--- src/rtl/hilo_md_ctrl_pkg.sv ---
// hilo_md_ctrl_pkg: md_op bit positions, FSM states and op decode helper
package hilo_md_ctrl_pkg;
    localparam int MD_MULT = 5;
    localparam int MD_MULTU = 4;
    localparam int MD_DIV = 3;
    localparam int MD_DIVU = 2;
    localparam int MD_MTHI = 1;
    localparam int MD_MTLO = 0;
    typedef enum logic [1:0] {S_IDLE = 2'd0, S_RUN = 2'd1, S_DONE = 2'd2} md_state_t;
    function automatic logic is_md_start(input logic [5:0] op);
        return |op[MD_MULT:MD_DIVU];
    endfunction
endpackage

--- src/rtl/hilo_md_ctrl_md_iter_core.sv ---
// md_iter_core: one-bit-per-step unsigned shift-add multiplier / restoring divider
module md_iter_core #(parameter int DATA_W = 32) (
    input  logic                  clk,
    input  logic                  rst,
    input  logic                  i_load,
    input  logic                  i_step,
    input  logic                  i_div,
    input  logic [DATA_W-1:0]     i_a,
    input  logic [DATA_W-1:0]     i_b,
    output logic [2*DATA_W-1:0]   o_next
);
    logic [2*DATA_W-1:0] r_p;
    logic [DATA_W-1:0]   r_b;
    logic                r_div;
    logic [DATA_W:0]     w_sum;
    logic [DATA_W:0]     w_sh;
    logic [DATA_W-1:0]   w_diff;
    logic                w_ge;
    always_comb begin
        w_sum  = {1'b0, r_p[2*DATA_W-1:DATA_W]} + (r_p[0] ? {1'b0, r_b} : '0);
        w_sh   = {r_p[2*DATA_W-1:DATA_W], r_p[DATA_W-1]};
        w_ge   = w_sh >= {1'b0, r_b};
        w_diff = w_sh[DATA_W-1:0] - r_b;
        o_next = r_div ? (w_ge ? {w_diff, r_p[DATA_W-2:0], 1'b1} : {w_sh[DATA_W-1:0], r_p[DATA_W-2:0], 1'b0})
                       : {w_sum, r_p[DATA_W-1:1]};
    end
    always_ff @(posedge clk or posedge rst) begin
        if (rst) begin
            r_p   <= '0;
            r_b   <= '0;
            r_div <= 1'b0;
        end else if (i_load) begin
            r_p   <= {{DATA_W{1'b0}}, i_div ? i_a : i_b};
            r_b   <= i_div ? i_b : i_a;
            r_div <= i_div;
        end else if (i_step) begin
            r_p   <= o_next;
        end
    end
endmodule

--- src/rtl/hilo_md_ctrl.sv ---
// hilo_md_ctrl: multi-cycle mult/div sequencer and HI/LO register owner
module hilo_md_ctrl
    import hilo_md_ctrl_pkg::*;
#(parameter int DATA_W = 32) (
    input  logic              clk,
    input  logic              rst,
    input  logic              flush,
    input  logic              ex_stall,
    input  logic [5:0]        md_op,
    input  logic [DATA_W-1:0] src1,
    input  logic [DATA_W-1:0] src2,
    output logic              stallreq,
    output logic [DATA_W-1:0] hi_o,
    output logic [DATA_W-1:0] lo_o,
    output logic              busy
);
    localparam int CW = $clog2(DATA_W);
    md_state_t           r_state, w_next;
    logic [CW-1:0]       r_cnt;
    logic                r_neg_q, r_neg_r, r_is_div, r_dbz;
    logic                w_start, w_signed, w_div, w_s1, w_s2, w_load, w_step, w_last;
    logic [DATA_W-1:0]   w_a, w_b, w_rem, w_quot;
    logic [2*DATA_W-1:0] w_core, w_prod;
    always_comb begin
        w_start  = is_md_start(md_op);
        w_signed = md_op[MD_MULT] | md_op[MD_DIV];
        w_div    = md_op[MD_DIV] | md_op[MD_DIVU];
        w_s1     = w_signed & src1[DATA_W-1];
        w_s2     = w_signed & src2[DATA_W-1];
        w_a      = w_s1 ? -src1 : src1;
        w_b      = w_s2 ? -src2 : src2;
        w_load   = r_state == S_IDLE && w_start && !flush;
        w_step   = r_state == S_RUN && !flush;
        w_last   = w_step && r_cnt == CW'(DATA_W - 1);
        w_prod   = r_neg_q ? -w_core : w_core;
        w_rem    = r_neg_r ? -w_core[2*DATA_W-1:DATA_W] : w_core[2*DATA_W-1:DATA_W];
        w_quot   = r_dbz ? '1 : r_neg_q ? -w_core[DATA_W-1:0] : w_core[DATA_W-1:0];
    end
    md_iter_core #(.DATA_W(DATA_W)) u_core (
        .clk(clk), .rst(rst), .i_load(w_load), .i_step(w_step), .i_div(w_div),
        .i_a(w_a), .i_b(w_b), .o_next(w_core)
    );
    always_ff @(posedge clk or posedge rst) begin
        if (rst) r_state <= S_IDLE;
        else     r_state <= w_next;
    end
    always_comb begin
        w_next = flush ? S_IDLE
               : r_state == S_IDLE ? (w_start ? S_RUN : S_IDLE)
               : r_state == S_RUN ? (r_cnt == CW'(DATA_W - 1) ? S_DONE : S_RUN)
               : ex_stall ? S_DONE : S_IDLE;
    end
    always_comb begin
        stallreq = !rst && !flush && (r_state == S_RUN || (r_state == S_IDLE && w_start));
        busy     = r_state != S_IDLE;
    end
    always_ff @(posedge clk or posedge rst) begin
        if (rst) begin
            r_cnt    <= '0;
            r_neg_q  <= 1'b0;
            r_neg_r  <= 1'b0;
            r_is_div <= 1'b0;
            r_dbz    <= 1'b0;
            hi_o     <= '0;
            lo_o     <= '0;
        end else begin
            if (w_load) begin
                r_cnt    <= '0;
                r_neg_q  <= w_s1 ^ w_s2;
                r_neg_r  <= w_s1;
                r_is_div <= w_div;
                r_dbz    <= w_div && src2 == '0;
            end
            if (w_step) r_cnt <= r_cnt + 1'b1;
            if (w_last) begin
                hi_o <= r_is_div ? w_rem : w_prod[2*DATA_W-1:DATA_W];
                lo_o <= r_is_div ? w_quot : w_prod[DATA_W-1:0];
            end
            if (r_state == S_IDLE && !flush && md_op[MD_MTHI]) hi_o <= src1;
            if (r_state == S_IDLE && !flush && md_op[MD_MTLO]) lo_o <= src1;
        end
    end
endmodule

--- config.mk ---
export PLATFORM = sky130hd
export DESIGN_NAME = hilo_md_ctrl
export DESIGN_NICKNAME = d
export VERILOG_FILES = /design/src/rtl/hilo_md_ctrl_pkg.sv /design/src/rtl/hilo_md_ctrl_md_iter_core.sv /design/src/rtl/hilo_md_ctrl.sv
export SDC_FILE = /design/constraint.sdc
export NUM_CORES = 1
export LEC_CHECK = 0
export ABC_AREA = 0
export CAP_MARGIN = 20
export CORE_ASPECT_RATIO = 0.7
export CORE_MARGIN = 1.5
export CORE_UTILIZATION = 61
export CTS_BUF_LIST = sky130_fd_sc_hd__clkbuf_8
export DETAILED_ROUTE_END_ITERATION = 6
export MAX_ROUTING_LAYER = met4
export PLACE_DENSITY = 0.86
export SYNTH_ARGS = -nofsm -noshare
export SYNTH_HDL_FRONTEND = slang
export SYNTH_HIERARCHICAL = 1
export SYNTH_SLANG_ARGS = --single-unit
--- constraint.sdc ---
create_clock -name clk -period 5.1 [get_ports clk]
set_input_delay 0.765 -clock clk [delete_from_list [all_inputs] [get_ports clk]]
set_output_delay 0.765 -clock clk [all_outputs]
set_load 0.01 [all_outputs]
==> results.ini, run 1 <==
[timing]
fmax_mhz = 201
worst_slack_ns = 0.134
tightest_slew_ns = 1.09
hold_ws_ns = 0.538
finalClockSkew_ns = 0.0170
fin_crit_sh_pct = 97.4
hold_viol = 0
min_period_ns = 4.97
drv_slew = 0
finalSetupViolations = 0
max_slew_margin_pct = 27.0

[logic_synthesis]
yosysSeqAreaShare_pct = 27.2
synth_enable_flop_cells = 0
ys.flop_type = dfrtp_1
yosysWarnings = 6
synth_nets = 2141
synth_cell_type_count = 92
syn-cell-area_um2 = 15800
syn_area_per_cell_um2 = 7.92
async_flop_share_pct = 100
ys_ff_latch = 172
synthCells = 1995

[status]
outcome = complete, but fails checks
violations = DRC

[drt]
viasPerCell = 7.03
avgRoutedWirePerCell_um = 26.7
first_pass_iters = 7
vias = 17700
ant_nets = 0
finalWirelength_um = 67200
drt_iter0_markers = 2948
drc = 2

[finish]
finalNetCount = 2314
final_common_cell = nor2_1
area_delta_synth_final_pct = 18.7
final_area_um2 = 18800
layout-drive-gt1-share_pct = 12.3
fillers = 2010
layout_common_cells = nor2_1, a21oi_1, dfrtp_1
multi_input_area_um2 = 11000
layout.cells.non_filler = 2513
seqCellArea_um2 = 4310

[setup_path]
path_class = register to register
worst-path-max-fanout = 4
startpoint_type = register
end_kind = register
max_stage_delay_ns = 0.53
cp_cell_sequence = and2_1, ha_1, fa_2, a211oi_2, o21ai_2, a21bo_2, a31o_2, a21o_1, o31a_1, a21o_1, xnor2_1, a22oi_1, or4_1, or3_1, nor3_1, o22ai_1, xnor2_1, o21ai_1
critPathSlowestCell = or4_1
crit_arrival_ns = 5.35
required_ns = 5.48

[placed_design]
place_ws_ns = 0.0316
place_area_um2 = 18100
globalplace.congestion = 1.10
hpwl_um = 50400
port_buffers = 139
dp_cells = 2475

[clock_tree]
clock_sinks = 172
root_buffer = clkbuf_8
cts-htree-levels = 4
cts_hold_buf = 0
cts_tree = done
clock_latency_ns = 0.52
cts_buffers = 17
cts_max_path_buffers = 2
path_clk_slew_ns = 0.10

[power_and_ir_drop]
p_comb_share_pct = 69.3
leakage_nw = 8.32
internal_power_mw = 5.15
p_switching_mw = 5.50
powerDensity_nw_per_um2 = 567
p_total_mw = 10.6
p_seq_share_pct = 20.4
switching_share_pct = 51.7
ir_drop_uv = 323
clock_power_share_pct = 10.3

[grt]
grt_use_total_pct = 50.3
grt-ovfl-total = 0
grt_first_pass_wirelength_um = 97500
grt_max_degree = 87
first_global_vias = 15900
antenna_found_initial = 2

[floorplan]
die_y_um = 138
die_w_um = 195
ios = 140
rows = 49
coreArea_um2 = 25600
start_util_pct = 61.8
die_area_um2 = 26900

[run]
drv_cap = 0

[hold_path]
min_path_type = register to register

metal layers:
metal	vias to the layer above	global-route usage, %	routed length [um]
met2	1460	64.0	25700
met3	204	24.2	12600
met1	8420	67.8	26400
li1	7591	-	-
met4	0	17.7	2470
met5	-	-	0
what timing repair did:
item,4_1_cts,5_1_grt
pin swaps,0,3
setup endpoints to repair,1,22
gates resized for setup,1,33
buffers inserted,0,3
flip-flops by register name (all words and copies together) (netlist names):
name,flops
u_core/r_p,64
hi_o,32
lo_o,32
u_core/r_b,32
r_cnt,5
r_state,2
r_dbz,1
r_is_div,1
r_neg_q,1
r_neg_r,1
u_core/r_div,1
path summary, 6_finish.rpt:
| path | start | endpoint | slack [ns] | cells after the start |
|---|---|---|---|---|
| max | u_core/r_p[0] | hi_o[31] | 0.13 | 18 |
| min | hi_o[7] | hi_o[7] | 0.54 | 2 |
| max reg2reg | u_core/r_p[0] | hi_o[31] | 0.13 | 18 |
| min reg2reg | hi_o[7] | hi_o[7] | 0.54 | 2 |
| max in group asynchronous | rst | u_core/r_div | 3.39 | 3 |
| min in group asynchronous | rst | r_state[1] | 0.64 | 2 |
worst max-delay path, delay by kind of cell, from the launching register on:
| kind | cells | cell delay [ns] |
|---|---|---|
| xor+xnor | 2 | 0.32 |
| fa+ha+maj | 2 | 0.66 |
| compound gates | 10 | 2.11 |
| flops | 1 | 0.46 |
| simple gates | 4 | 1.29 |
cell families (layout without fill, tap and decap cells):
kind of cell	after synthesis	in the layout	synth area share [%]
simple gates	695	695	22.1
compound gates	603	603	23.9
buf+inv	176	362	4.39
flops	172	172	27.2
xor+xnor	160	160	8.87
mux	117	117	7.68
fa+ha+maj	72	72	5.79
other cells	0	1	0
through the flow:
stage	util [%]	TNS, ns
2_1_floorplan	-	0
3_3_place_gp	70.8	0
3_5_place_dp	70.8	0
4_1_cts	72.4	0
5_1_grt	73.4	-0.394
6_report	73.4	0
layout make-up:
type | count | share of cell area [%]
Multi-Input combinational cell | 1647 | 58.5
Sequential cell | 172 | 23.0
Timing Repair Buffer | 260 | 12.6
Tap cell | 331 | 2.21
Inverter | 70 | 1.42
Clock buffer | 17 | 1.25
Clock inverter | 15 | 0.980
Antenna cell | 1 | 0.0133
power by group through the flow:
| stage | clock network (mW) | registers [mW] | logic [mW] |
|---|---|---|---|
| final | 1.10 | 2.17 | 7.38 |
| after global routing | 1.15 | 2.19 | 7.75 |
| after CTS | 1.09 | 2.13 | 6.82 |
| after detailed placement | 0 | 2.15 | 6.76 |
| after global placement | 0 | 2.14 | 6.66 |
| after floorplan | 0 | 2.05 | 4.19 |
cell usage after synthesis (13+ instances only):
cell / count / area [um2]
and2_1: 44 / 275
a211oi_1: 22 / 165
nor3_1: 46 / 230
clkbuf_1: 80 / 300
nand3_1: 28 / 140
o31ai_1: 27 / 203
or2_2: 16 / 100
or4_1: 13 / 97.6
o21a_1: 24 / 180
nand2_1: 125 / 469
mux2i_1: 83 / 831
nor2_1: 223 / 837
inv_1: 69 / 259
a31oi_1: 19 / 119
dfrtp_1: 172 / 4300
nand4_1: 13 / 81.3
nor4_1: 29 / 181
a22oi_1: 19 / 143
a21oi_1: 174 / 871
nor2b_1: 14 / 87.6
and3_1: 22 / 138
o21ai_0: 175 / 876
xor2_1: 79 / 692
ha_1: 70 / 876
xnor2_1: 81 / 709
or3_1: 80 / 500
buf_1: 14 / 52.6
mux2_2: 33 / 372
a21o_1: 29 / 218
Note: power is estimated with default switching activity, not from simulation.
==> run 2, diff against run 1 <==
Settings changed: PLACE_DENSITY 0.86 to 0.84.
==> results.ini, run 2 (synthesis gave the netlist of run 1 again) <==
[hold_path]
hp-start = r_cnt[4]  ; was hi_o[7]
hold_path_depth = 2  ; unchanged
min_to = r_cnt[4]  ; was hi_o[7]
min_path_type = register to register  ; unchanged

[finish]
fillers = 2008  ; was 2010
area_delta_synth_final_pct = 18.2  ; was 18.7%
layout.cells.non_filler = 2509  ; was 2513
layout-drive-gt1-share_pct = 12.3  ; about the same
finalNetCount = 2310  ; was 2314
seqCellArea_um2 = 4310  ; unchanged
final_common_cell = nor2_1  ; unchanged
fin_util_pct = 73.0  ; was 73.4%
largest_reg_flops = 64  ; unchanged
multi_input_area_um2 = 11000  ; about the same
top_register = u_core/r_p  ; unchanged
layout_common_cells = nor2_1, a21oi_1, dfrtp_1  ; unchanged

[timing]
drv_slew = 0  ; unchanged
fmax_mhz = 197  ; was 201 MHz
hold_ws_ns = 0.526  ; was 0.538 ns
fin_crit_sh_pct = 99.3  ; was 97.4%
finalSetupViolations = 0  ; unchanged
max_slew_margin_pct = 21.0  ; was 27.0%
hold_viol = 0  ; unchanged
min_period_ns = 5.06  ; was 4.97 ns
worst_slack_ns = 0.0354  ; was 0.134 ns
tightest_slew_ns = 1.18  ; was 1.09 ns
finalClockSkew_ns = 0.0169  ; was 0.0170 ns

[floorplan]
coreArea_um2 = 25600  ; unchanged
start_util_pct = 61.8  ; unchanged
die_area_um2 = 26900  ; unchanged
ios = 140  ; unchanged
rows = 49  ; unchanged
die_w_um = 195  ; unchanged
die_y_um = 138  ; unchanged

[placed_design]
hpwl_um = 49800  ; was 50400 um
dp_cells = 2470  ; was 2475
port_buffers = 139  ; unchanged
globalplace.congestion = 1.15  ; was 1.10
place_ws_ns = 0.0620  ; was 0.0316 ns

[clock_tree]
path_clk_slew_ns = 0.11  ; was 0.10 ns
cts_max_path_buffers = 2  ; unchanged
cts_buffers = 17  ; unchanged
clock_sinks = 172  ; unchanged
cts_tree = done  ; unchanged
root_buffer = clkbuf_8  ; unchanged
cts_hold_buf = 0  ; unchanged
cts-htree-levels = 4  ; unchanged
clock_latency_ns = 0.51  ; was 0.52 ns

[setup_path]
ff2ff_setup_slack_ns = 0.04  ; was 0.13 ns
ff2ff_path_depth = 18  ; unchanged
startpoint = u_core/r_p[0]  ; unchanged
reg2reg_to = hi_o[20]  ; was hi_o[31]
worst-path-max-fanout = 24  ; was 4
r2r_start = u_core/r_p[0]  ; unchanged
startpoint_type = register  ; unchanged
crit_arrival_ns = 5.45  ; was 5.35 ns
end_kind = register  ; unchanged
path_class = register to register  ; unchanged
required_ns = 5.48  ; about the same

[run]
drv_cap = 0  ; unchanged

[drt]
first_pass_iters = 7  ; unchanged
avgRoutedWirePerCell_um = 26.3  ; was 26.7 um
ant_nets = 0  ; unchanged
drc = 31  ; was 2
drt_iter0_markers = 2622  ; was 2948
finalWirelength_um = 66000  ; was 67200 um
vias = 17500  ; was 17700
viasPerCell = 6.98  ; was 7.03

[grt]
antenna_found_initial = 2  ; unchanged
grt_first_pass_wirelength_um = 97100  ; was 97500 um
grt-ovfl-total = 0  ; unchanged
first_global_vias = 15800  ; was 15900
grt_use_total_pct = 50.1  ; was 50.3%
grt_max_degree = 68  ; was 87

[power_and_ir_drop]
powerDensity_nw_per_um2 = 567  ; about the same
ir_drop_uv = 340  ; was 323 uV
leakage_nw = 8.26  ; was 8.32 nW

[status]
violations = DRC  ; unchanged
outcome = complete, but fails checks  ; unchanged

## run 2: cell types whose count changed in the layout (fill, tap and decap cells not counted), moves of 3 or more
| cell | change |
|---|---|
| nor4_2 | +3 |
| buf_4 | -3 |
| inv_6 | +3 |
| clkinv_2 | -3 |
## run 2: metrics by stage
step / total power [mW] / area [um2] / setup TNS, ns
after CTS: 9.99 / 18400 / 0
after floorplan: 6.23 / 15800 / 0
after global placement: 8.81 / 18000 / 0
after detailed placement: 8.92 / 18000 / 0
final: 10.6 / 18700 / 0
after global routing: 11.0 / 18700 / -0.126
## run 2: routing by layer
| layer | part of all wire, % | up-vias | global-route usage, % |
|---|---|---|---|
| met5 | 0 | - | - |
| met4 | 3.6 | 0 | 17.0 |
| met3 | 18 | 187 | 19.9 |
| met2 | 38 | 1402 | 64.2 |
| met1 | 41 | 8327 | 70.1 |
| li1 | - | 7592 | - |
## run 2: how the worst max path moves through the flow
stage                     endpoint  slack (ns)  cells past startpoint
after detailed placement  hi_o[20]        0.06                     19
after global routing      hi_o[20]       -0.10                     19
after CTS                 hi_o[20]        0.03                     19
after floorplan           hi_o[31]        0.45                     19
final                     hi_o[20]        0.04                     18
after global placement    hi_o[17]        0.06                     17
## run 2: critical path, cell delays in order (launching register included)
cell,delay (ns)
dfrtp_1,0.42
buf_6,0.20
and2_1,0.21
ha_1,0.31
buf_4,0.17
nand3_1,0.10
o21ai_1,0.46
a31o_2,0.33
and2_1,0.22
a31oi_1,0.12
o21ai_0,0.41
nor2_2,0.17
buf_4,0.18
or4_1,0.61
nor3_2,0.23
nor4b_2,0.27
o21ai_0,0.14
xnor2_1,0.25
o21ai_0,0.13
## run 2: layout make-up
| cell class | instances | share of cell area (%) |
|---|---|---|
| inverter | 70 | 1.43 |
| sequential | 172 | 23.1 |
| clock buffer | 18 | 1.33 |
| antenna | 1 | 0.0134 |
| timing repair buffer | 256 | 12.3 |
| multi-input combinational | 1647 | 58.8 |
| clock inverter | 14 | 0.784 |
| tap | 331 | 2.22 |
## run 2: repair_timing
item / CTS / global route
gates resized for setup: 0 / 39
setup endpoints to repair: 0 / 23
buffers inserted: 0 / 4
## run 2: power breakdown
group | total (mW) | switching [mW] | internal, mW | leakage (nW)
sequential | 2.21 | 0.469 | 1.74 | 2.06
combinational | 7.35 | 4.46 | 2.89 | 6.01
clock | 1.04 | 0.621 | 0.419 | 0.196
total | 10.6 | 5.55 | 5.05 | 8.26
